--- src/rtl/serial_sub.sv ---
// Multi-cycle N-bit subtractor: a - b - bin, STEP bits per clock, with borrow-out.
// start/busy/done handshake; dif/bo stay registered until the next completion.
module serial_sub #(
  parameter int unsigned WIDTH = 8,
  parameter int unsigned STEP  = 1
) (
  input  logic             clk,
  input  logic             rst_n,
  input  logic             start,
  input  logic [WIDTH-1:0] a,
  input  logic [WIDTH-1:0] b,
  input  logic             bin,
  output logic             busy,
  output logic             done,
  output logic [WIDTH-1:0] dif,
  output logic             bo
);

  localparam int unsigned N  = WIDTH / STEP;
  localparam int unsigned CW = (N > 1) ? $clog2(N) : 1;

  if (STEP < 1 || STEP > WIDTH || (WIDTH % STEP) != 0) begin : g_bad_step
    $error("serial_sub: STEP must divide WIDTH and satisfy 1 <= STEP <= WIDTH");
  end

  typedef enum logic {IDLE, RUN} state_e;

  state_e           state_q;
  logic [WIDTH-1:0] a_q, b_q, res_q, dif_q;
  logic             borrow_q, bo_q, done_q;
  logic [CW-1:0]    cnt_q;

  logic [STEP:0]    chunk_d;
  logic [WIDTH-1:0] res_d;
  logic             last_d;

  // The extra MSB of the (STEP+1)-bit difference is the chunk's borrow-out.
  always_comb begin
    chunk_d = {1'b0, a_q[STEP-1:0]} - {1'b0, b_q[STEP-1:0]} - {{STEP{1'b0}}, borrow_q};
    res_d   = (res_q >> STEP) | (WIDTH'(chunk_d[STEP-1:0]) << (WIDTH - STEP));
    last_d  = (cnt_q == CW'(N - 1));
  end

  always_ff @(posedge clk or negedge rst_n) begin
    if (!rst_n) begin
      state_q  <= IDLE;
      a_q      <= '0;
      b_q      <= '0;
      res_q    <= '0;
      dif_q    <= '0;
      borrow_q <= 1'b0;
      bo_q     <= 1'b0;
      done_q   <= 1'b0;
      cnt_q    <= '0;
    end else begin
      done_q <= 1'b0;
      case (state_q)
        IDLE: begin
          if (start) begin
            a_q      <= a;
            b_q      <= b;
            borrow_q <= bin;
            res_q    <= '0;
            cnt_q    <= '0;
            state_q  <= RUN;
          end
        end
        RUN: begin
          a_q      <= a_q >> STEP;
          b_q      <= b_q >> STEP;
          borrow_q <= chunk_d[STEP];
          res_q    <= res_d;
          if (last_d) begin
            dif_q   <= res_d;
            bo_q    <= chunk_d[STEP];
            done_q  <= 1'b1;
            state_q <= IDLE;
          end else begin
            cnt_q <= cnt_q + 1'b1;
          end
        end
        default: state_q <= IDLE;
      endcase
    end
  end

  assign busy = (state_q == RUN);
  assign done = done_q;
  assign dif  = dif_q;
  assign bo   = bo_q;

endmodule

--- config.mk ---
export PLATFORM = sky130hd
export DESIGN_NAME = serial_sub
export DESIGN_NICKNAME = d
export VERILOG_FILES = /design/src/rtl/serial_sub.sv
export SDC_FILE = /design/constraint.sdc
export NUM_CORES = 1
export LEC_CHECK = 0
export ABC_AREA = 0
export BUFFER_PORTS_ARGS = -buffer_cell sky130_fd_sc_hd__buf_2
export CAP_MARGIN = 20
export CORE_MARGIN = 1.5
export CORE_UTILIZATION = 49
export DETAILED_ROUTE_END_ITERATION = 7
export MAX_ROUTING_LAYER = met4
export PLACE_DENSITY = 0.82
export SLEW_MARGIN = 5
export SYNTH_ARGS = -nofsm -noshare
export SYNTH_HDL_FRONTEND = slang
export SYNTH_SLANG_ARGS = --single-unit
--- constraint.sdc ---
create_clock -name clk -period 1.5 [get_ports clk]
set_clock_uncertainty 0.1 [all_clocks]
set_input_delay 0.3 -clock clk [delete_from_list [all_inputs] [get_ports clk]]
set_output_delay 0.3 -clock clk [all_outputs]
set_load 0.005 [all_outputs]
======== Yosys cells after proc, flatten, opt, wreduce, memory -nomap -nowiden ========
Cells that the tools add are included.
operators by class
  $add $sub $neg .......................... 3
  equal/unequal tests ..................... 3
  muxes and demuxes ....................... 16
  bitwise gates (word level) .............. 2
  reductions and logical operators ........ 2
operators with widths
  operator             number
  $pmux 8 s2           3
  $mux 8               3
  $or 7x8->8           1
  $mux 3               2
  $pmux 3 s2           1
  $mux 1               5
  $ne 2x2->1 const B   2
  $pmux 1 s2           2
  $reduce_and 2->1     2
  $add 3x1->3 const B  1
  $eq 3x3->1 const B   1
  $sub 1x1->2          1
  $sub 2x1->2          1
  $not 1->1            1
storage, ports and cells
  register bits ........................... 39
  input port bits ......................... 20
  output and inout bits ................... 11
  logic and storage cells ................. 35

======== Longest topological paths before layout ========
Gate-level depths: netlist of run 1.
  word-level depth ........................ 4
  depth in mapped cells ................... 5
  gate-level depth less buffers ........... 4

======== Worst setup path before layout of run 1 ========
Ideal clock, no wire load.
  kind .................................... reg2reg
  start ................................... reg cnt_q[0]
  end ..................................... reg bo_q, in the netlist bo
  setup time .............................. 0.125 ns
  arrival ................................. 1.329 ns
  data required time ...................... 1.275 ns
  setup slack ............................. -0.054 ns
  cell stages (with the launch flop) ...... 6
  path buffers ............................ 1
  period minus slack after synthesis ...... 1.554 ns
  cell sequence ........................... dfrtp_1 > ha_1 > ha_1 > buf_6 > nand2_4 > mux2_2
on the way
  longest elaborated chain between the ends .. 2
ends and longest elaborated chain
  what                               line  RTL
  from (decl)                        31    logic [CW-1:0] cnt_q;
  from (signal assigned)             79    cnt_q <= cnt_q + 1'b1;
  $eq 3x3->1                         41    last_d = (cnt_q == CW'(N - 1));
  $reduce_and 2->1 (no source line)  -
  to (signal assigned)               75    bo_q <= chunk_d[STEP];
  to (decl)                          30    logic borrow_q, bo_q, done_q;
No other way between the ends.
A chain may end at the register's enable or synchronous reset.

======== Worst setup path after layout of run 1 ========
  start ................................... reg cnt_q[1]
  end ..................................... reg cnt_q[1]
on the way
  longest elaborated chain between the ends .. 3
  elaborated cells between the ends (all ways) .. 6
  classes of those cells .................. 1 x add/sub; 2 x eq/ne; 2 x mux; 1 x reduce/logical
ends and longest elaborated chain
  what                                                   line
  $add 3x1->3 / $eq 3x3->1 (equally long branches)       79, 41
  $mux 3 / $ne 2x2->1 (equally long branches)            -
  $pmux 3 s2 / $reduce_and 2->1 (equally long branches)  -
Parallel ways exist; a longest one is shown, timed or not. The select of a mux whose other input is x is not followed.

==> metrics, run 1 <==
asr flop ratio synth 100%; post-detail-place hpwl 2060 um; Post-Syn Instances 135; top cell type by total area after synthesis dfrtp_1; status complete, but fails checks; total grt overflow 0; initial antenna violation count 0; Post-synth top cells 38 x dfrtp_1, 19 x mux2i_1, 18 x nand2_1, 15 x o21ai_0, 8 x mux2_2; max_cap viols 0; CTS tree done; fin cells 219; Synth area leaders dfrtp_1 57%, mux2i_1 11%, mux2_2 5.4%; Worst-Skew Late Latency 330 ps; final worst path period share 101%; final net count roughly 200; setup_tns -24.2 ps; Post-synth EDFFs 0; vias in the first global route 1119; die area 0.00379 sq mm; CP Class flop to flop; Worst Tran Pin Value around 410 ps; critical path required time 1620 ps; Vias 1139; Yosys reg bits 38; Root Buffer clkbuf_4; largest net degree at the start of global routing 38; Final GP Congestion 0.761; Max Fclk 660 MHz; Mapped Nets 158; # IOs 31; die width 61.6 um; violated checks setup timing; Min Clock Period, post-route 1510 ps; core area 0.00331 sq mm; met3 wire len 105 um; Iter 0 DRT Violations 30; CP endpoint kind flop; crit start category flop; final worst setup slack -14.7 ps; Layout area overhead 18.7%; Synth warnings 0; fillcell total 287; H-tree levels 2; sequential area share after synthesis between 50 and 60%; Bufs on Longest Clock Path 2; M1 wire length 1290 um; CP arrival approximately 1600 ps; first-pass GRT wire length 4950 um; met2 WL 1510 um; crit path max fanout 4; DR vias/cell roughly 5.2; Initial DRT Pass Iterations 5; Pins Over Slew Limit 0; share of layout cells above drive strength 1 34.1%; cell count after placement slightly above 200; total wire length 2960 um; routed len/inst 13.5 um; RSZ-0062 raised after global routing true; Yosys cell types 22; hold crit path type input pin to flop; Max VDD drop 955 uV; top sig layer met4; Synth Flop Type dfrtp_1; Cell Area, Synth 0.00168 sq mm; antenna viol nets, final 0; PD cells 1860 mW/mm^2; Fin. Hold Viols 0; DIE HEIGHT 61.6 um; FP Rows 21; Yosys top cell area share 56.5%; clock sink count 38; DRC viols 0; most frequent cell after synthesis dfrtp_1; TritonCTS buffer count 5; Clock transition at path regs 110 ps; # port buffers 30; total track usage 18.7%; Mean Syn Cell Area 12.5 sq um; # diodes 0; leakage power 1.01 nW; Final setup violation count 2; Rel. slew slack between 70 and 80%; Initial Utilization 50.8%
path summary, 6_finish.rpt:
path                       depth (start not counted)  slack [ps]                   end            startpoint
max                                                4         -10  cnt_q[1]$_DFFE_PN0P_  cnt_q[1]$_DFFE_PN0P_
min                                                3         110    a_q[7]$_DFFE_PN0P_                  a[7]
max reg2reg                                        4         -10  cnt_q[1]$_DFFE_PN0P_  cnt_q[1]$_DFFE_PN0P_
min reg2reg                                        2         400    b_q[1]$_DFFE_PN0P_    b_q[2]$_DFFE_PN0P_
max in group asynchronous                          3         550        busy$_DFF_PN0_                 rst_n
min in group asynchronous                          2         300  res_q[5]$_DFFE_PN0P_                 rst_n
stage by stage:
stage | hold WS (ps) | cell area, sq um | utilization [%] | power, mW | setup slack (ps)
6_report | 110 | 2000 | 60.3 | 3.71 | -14.7
3_3_place_gp | 119 | 1890 | 57.2 | 3.00 | 44.8
4_1_cts | 102 | 1980 | 59.8 | 3.70 | 2.66
2_1_floorplan | -95.6 | 1710 | - | 2.72 | -13.7
3_5_place_dp | 127 | 1890 | 57.2 | 3.11 | -4.65
5_1_grt | 107 | 2000 | 60.3 | 4.03 | -55.2
per-layer routing:
metal  GRT usage [%]  up-vias
li1                -      539
met2            30.1       31
met3            4.41        7
met1            22.2      562
met5               -        -
met4            8.21        0
cell type report:
cell class	instances	area, sq um	share of cell area [%]
Clock buffer	7	55.1	2.76
Clock inverter	1	5.00	0.251
Inverter	3	11.3	0.564
Multi-Input combinational cell	85	657	32.9
Sequential cell	38	952	47.7
Tap cell	46	57.6	2.88
Timing Repair Buffer	39	258	12.9
kinds of logic (layout without fill, tap and decap cells):
| group | count (synthesis) | count (layout) | synth area share, % |
|---|---|---|---|
| DFF | 38 | 38 | 56.5 |
| muxes | 29 | 29 | 18.5 |
| and+or+nand+nor | 27 | 27 | 7.29 |
| AOI/OAI and AO/OA | 25 | 25 | 8.70 |
| buffers and inverters | 12 | 50 | 5.80 |
| adders and majority gates | 3 | 3 | 2.68 |
| xor gates and xnor gates | 1 | 1 | 0.521 |
timing repair:
item,in CTS,in global routing
hold endpoints to repair,14,0
setup buffers,2,2
gates cloned,0,0
hold buffers,1,0
setup endpoints to repair,5,11
pin swaps,1,0
gates resized for setup,1,0
report_power, final:
group / internal, mW / total (mW) / switching, mW
registers: 1.45 / 1.75 / 0.298
logic: 0.808 / 1.43 / 0.618
clock network: 0.227 / 0.536 / 0.309
total: 2.48 / 3.71 / 1.22
state kept, by name, summed over array words and instances, names as in the netlist:
| name | flops |
|---|---|
| a_q | 8 |
| b_q | 8 |
| bo | 1 |
| borrow_q | 1 |
| busy | 1 |
| cnt_q | 3 |
| dif | 8 |
| done | 1 |
| res_q | 7 |
cell usage in the layout (no fill, tap or decap):
cell	instances
a21o_1	1
a21oi_1	1
a22o_1	5
buf_12	3
buf_2	30
buf_4	5
clkbuf_1	1
clkbuf_4	5
clkbuf_8	1
clkinv_2	1
dfrtp_1	37
dfrtp_2	1
dlygate4sd3_1	1
fa_1	1
ha_2	1
ha_4	1
inv_1	3
mux2_2	8
mux2_4	2
mux2i_1	19
nand2_1	18
nand2_8	1
nand2b_1	4
nor2_1	3
nor3b_1	1
o21ai_0	15
o21ai_1	3
xnor2_1	1
worst max-delay path: stages, from the launching register on:
cell and delay (ps):
dfrtp_1 430, ha_2 200, ha_4 190, mux2_4 300
a22o_1 190
Power figures use the tool's default switching activity.
==> run 2: changes to the inputs <==
--- a/config.mk
+++ b/config.mk
@@ -12,7 +12,7 @@
 export CORE_UTILIZATION = 49
 export DETAILED_ROUTE_END_ITERATION = 7
 export MAX_ROUTING_LAYER = met4
-export PLACE_DENSITY = 0.82
+export PLACE_DENSITY = 0.71
 export SLEW_MARGIN = 5
 export SYNTH_ARGS = -nofsm -noshare
 export SYNTH_HDL_FRONTEND = slang
==> run 2 against run 1 <==
  * The run now ends clean
  * Critical path depth unchanged
  * Clock power increased by 2%
  * Sequential power decreased by 3%
  * Cell area increased by 0.13%
  * First-iteration DRC count increased by 47%
  * Routed wire length decreased by 2.4%
  * Final cell count increased by 0.91%
  * Global-route usage decreased by 0.59 points
  * Clock-buffer cell count unchanged
==> metrics, run 2 (synthesis gave the netlist of run 1 again) <==
initial antenna violation count 0 (unchanged); Iter 0 DRT Violations 44 (+47%); Min Clock Period, post-route 1490 ps (-22.1 ps); DIE HEIGHT 61.6 um (unchanged); leakage power 1.01 nW (+0.26%); Fin. Hold Viols 0 (unchanged); r2r setup slk 7 ps (+20 ps); Rel. slew slack 70.3% (-2.1 points); # diodes 0 (unchanged); Worst Tran Pin Value 444 ps (+30.7 ps); Clock transition at path regs 110 ps (about the same); Pins Over Slew Limit 0 (unchanged); final worst setup slack 7.36 ps (+22.1 ps); CP endpoint kind flop; critical path required time 1630 ps (about the same); total wire length 2890 um (-2.4%); CTS tree done; H-tree levels 2 (unchanged); final net count 197 (+1.0%); crit path max fanout 5 (+1); final core occ 60.4% (+0.076 points); status finished, final reports clean; CP arrival 1620 ps (-20 ps); setup_tns 0 ps (+24.2 ps); core area 0.00331 sq mm (unchanged); max_cap viols 0 (unchanged); largest net degree at the start of global routing 24 (-37%); total grt overflow 0 (unchanged); hold endpoint a_q[7]$_DFFE_PN0P_; fillcell total 299 (+4.2%); reg2reg start cnt_q[1]$_DFFE_PN0P_; Initial Utilization 50.8% (unchanged); share of layout cells above drive strength 1 34.9% (+0.75 points); crit start category flop; post-detail-place hpwl 2050 um (-0.56%); total track usage 18.1% (-0.59 points); Max Fclk 670 MHz (+1.5%); RR Endpoint cnt_q[1]$_DFFE_PN0P_; RSZ-0062 raised after global routing true; Worst-Skew Late Latency 340 ps (about the same); hold crit path type input pin to flop; Final setup violation count 0 (-2); PD cells 1850 mW/mm^2 (-0.43%); antenna viol nets, final 0 (unchanged); commonest non-fill, non-tap cell in the layout dfrtp_1; TritonCTS buffer count 5 (unchanged); Setup WS pre-CTS 7.34 ps (+12.0 ps); # IOs 31 (unchanged); hold path startpoint a[7]; CP Class flop to flop; die width 61.6 um (unchanged); Worst Hold Path Cells 3 (unchanged); first-pass GRT wire length 4680 um (-5.6%); commonest non-fill, non-tap cells in the layout 37 x dfrtp_1, 30 x buf_2, 19 x mux2i_1, 18 x nand2_1, 15 x o21ai_0; die area 0.00379 sq mm (unchanged); # port buffers 30 (unchanged); Vias 1071 (-6.0%); Max VDD drop 730 uV (-24%); Worst R2R Path Depth 4 (unchanged); Bufs on Longest Clock Path 2 (unchanged); DRC viols 0 (unchanged); clock sink count 38 (unchanged); Layout area overhead 18.8%; Initial DRT Pass Iterations 4 (-1); final worst path period share 99.5% (-1.5 points); vias in the first global route 1028 (-8.1%); routed len/inst 13.1 um (-3.2%); FP Rows 21 (unchanged); Final GP Congestion 0.778 (+2.2%); Root Buffer clkbuf_4; DR vias/cell 4.85 (-6.8%)
run 2: cell type report:
| class | instances | area (sq um) | area share (%) |
|---|---|---|---|
| Clock buffer | 7 | 55.1 | 2.76 |
| Clock inverter | 1 | 5.00 | 0.250 |
| Inverter | 3 | 11.3 | 0.564 |
| Multi-Input combinational cell | 85 | 657 | 32.9 |
| Sequential cell | 38 | 952 | 47.7 |
| Tap cell | 46 | 57.6 | 2.88 |
| Timing Repair Buffer | 41 | 260 | 13.0 |
run 2: critical path, cell delays in order (launching register included):
cell	delay, ps
dfrtp_1	400
ha_2	210
ha_4	200
mux2_4	300
a22o_1	180
run 2: worst max-delay path by stage:
stage | start | cells past startpoint | to | slack, ps
3_3_place_gp | cnt_q[1]$_DFFE_PN0P_ | 4 | cnt_q[1]$_DFFE_PN0P_ | 40
2_1_floorplan | cnt_q[1]$_DFFE_PN0P_ | 5 | cnt_q[1]$_DFFE_PN0P_ | -10
4_1_cts | cnt_q[1]$_DFFE_PN0P_ | 4 | cnt_q[1]$_DFFE_PN0P_ | 9
3_5_place_dp | cnt_q[1]$_DFFE_PN0P_ | 4 | cnt_q[1]$_DFFE_PN0P_ | 7
6_report | cnt_q[1]$_DFFE_PN0P_ | 4 | cnt_q[1]$_DFFE_PN0P_ | 7
5_1_grt | cnt_q[1]$_DFFE_PN0P_ | 4 | cnt_q[1]$_DFFE_PN0P_ | -30
run 2: timing repair:
item / CTS / global route
setup endpoints to repair: 3 / 8
hold buffers: 1 / 0
hold endpoints to repair: 16 / 0
buffers inserted: 3 / 2
resized for setup: 1 / 0
run 2: report_power, final:
part	total (mW)	internal [mW]	switching, mW	leakage [nW]
clock network	0.549	0.227	0.322	0.0353
registers	1.69	1.45	0.246	0.486
logic	1.45	0.812	0.642	0.489
total	3.70	2.49	1.21	1.01
run 2: through the flow:
stage | power (mW) | area [sq um] | hold slack, ps | cells
2_1_floorplan | 2.72 | 1710 | -95.6 | 135
3_3_place_gp | 2.99 | 1890 | 142 | 207
3_5_place_dp | 3.09 | 1890 | 149 | 207
4_1_cts | 3.72 | 1980 | 89.6 | 219
5_1_grt | 4.02 | 2000 | 99.0 | 221
6_report | 3.70 | 2000 | 107 | 221
run 2: per-layer routing:
metal / GRT usage (%) / routed length [um] / part of all wire [%]
met3: 5.67 / 101 / 3.5
met2: 27.4 / 1430 / 49
met5: - / 0 / 0
met1: 21.7 / 1310 / 45
met4: 9.12 / 53 / 1.8
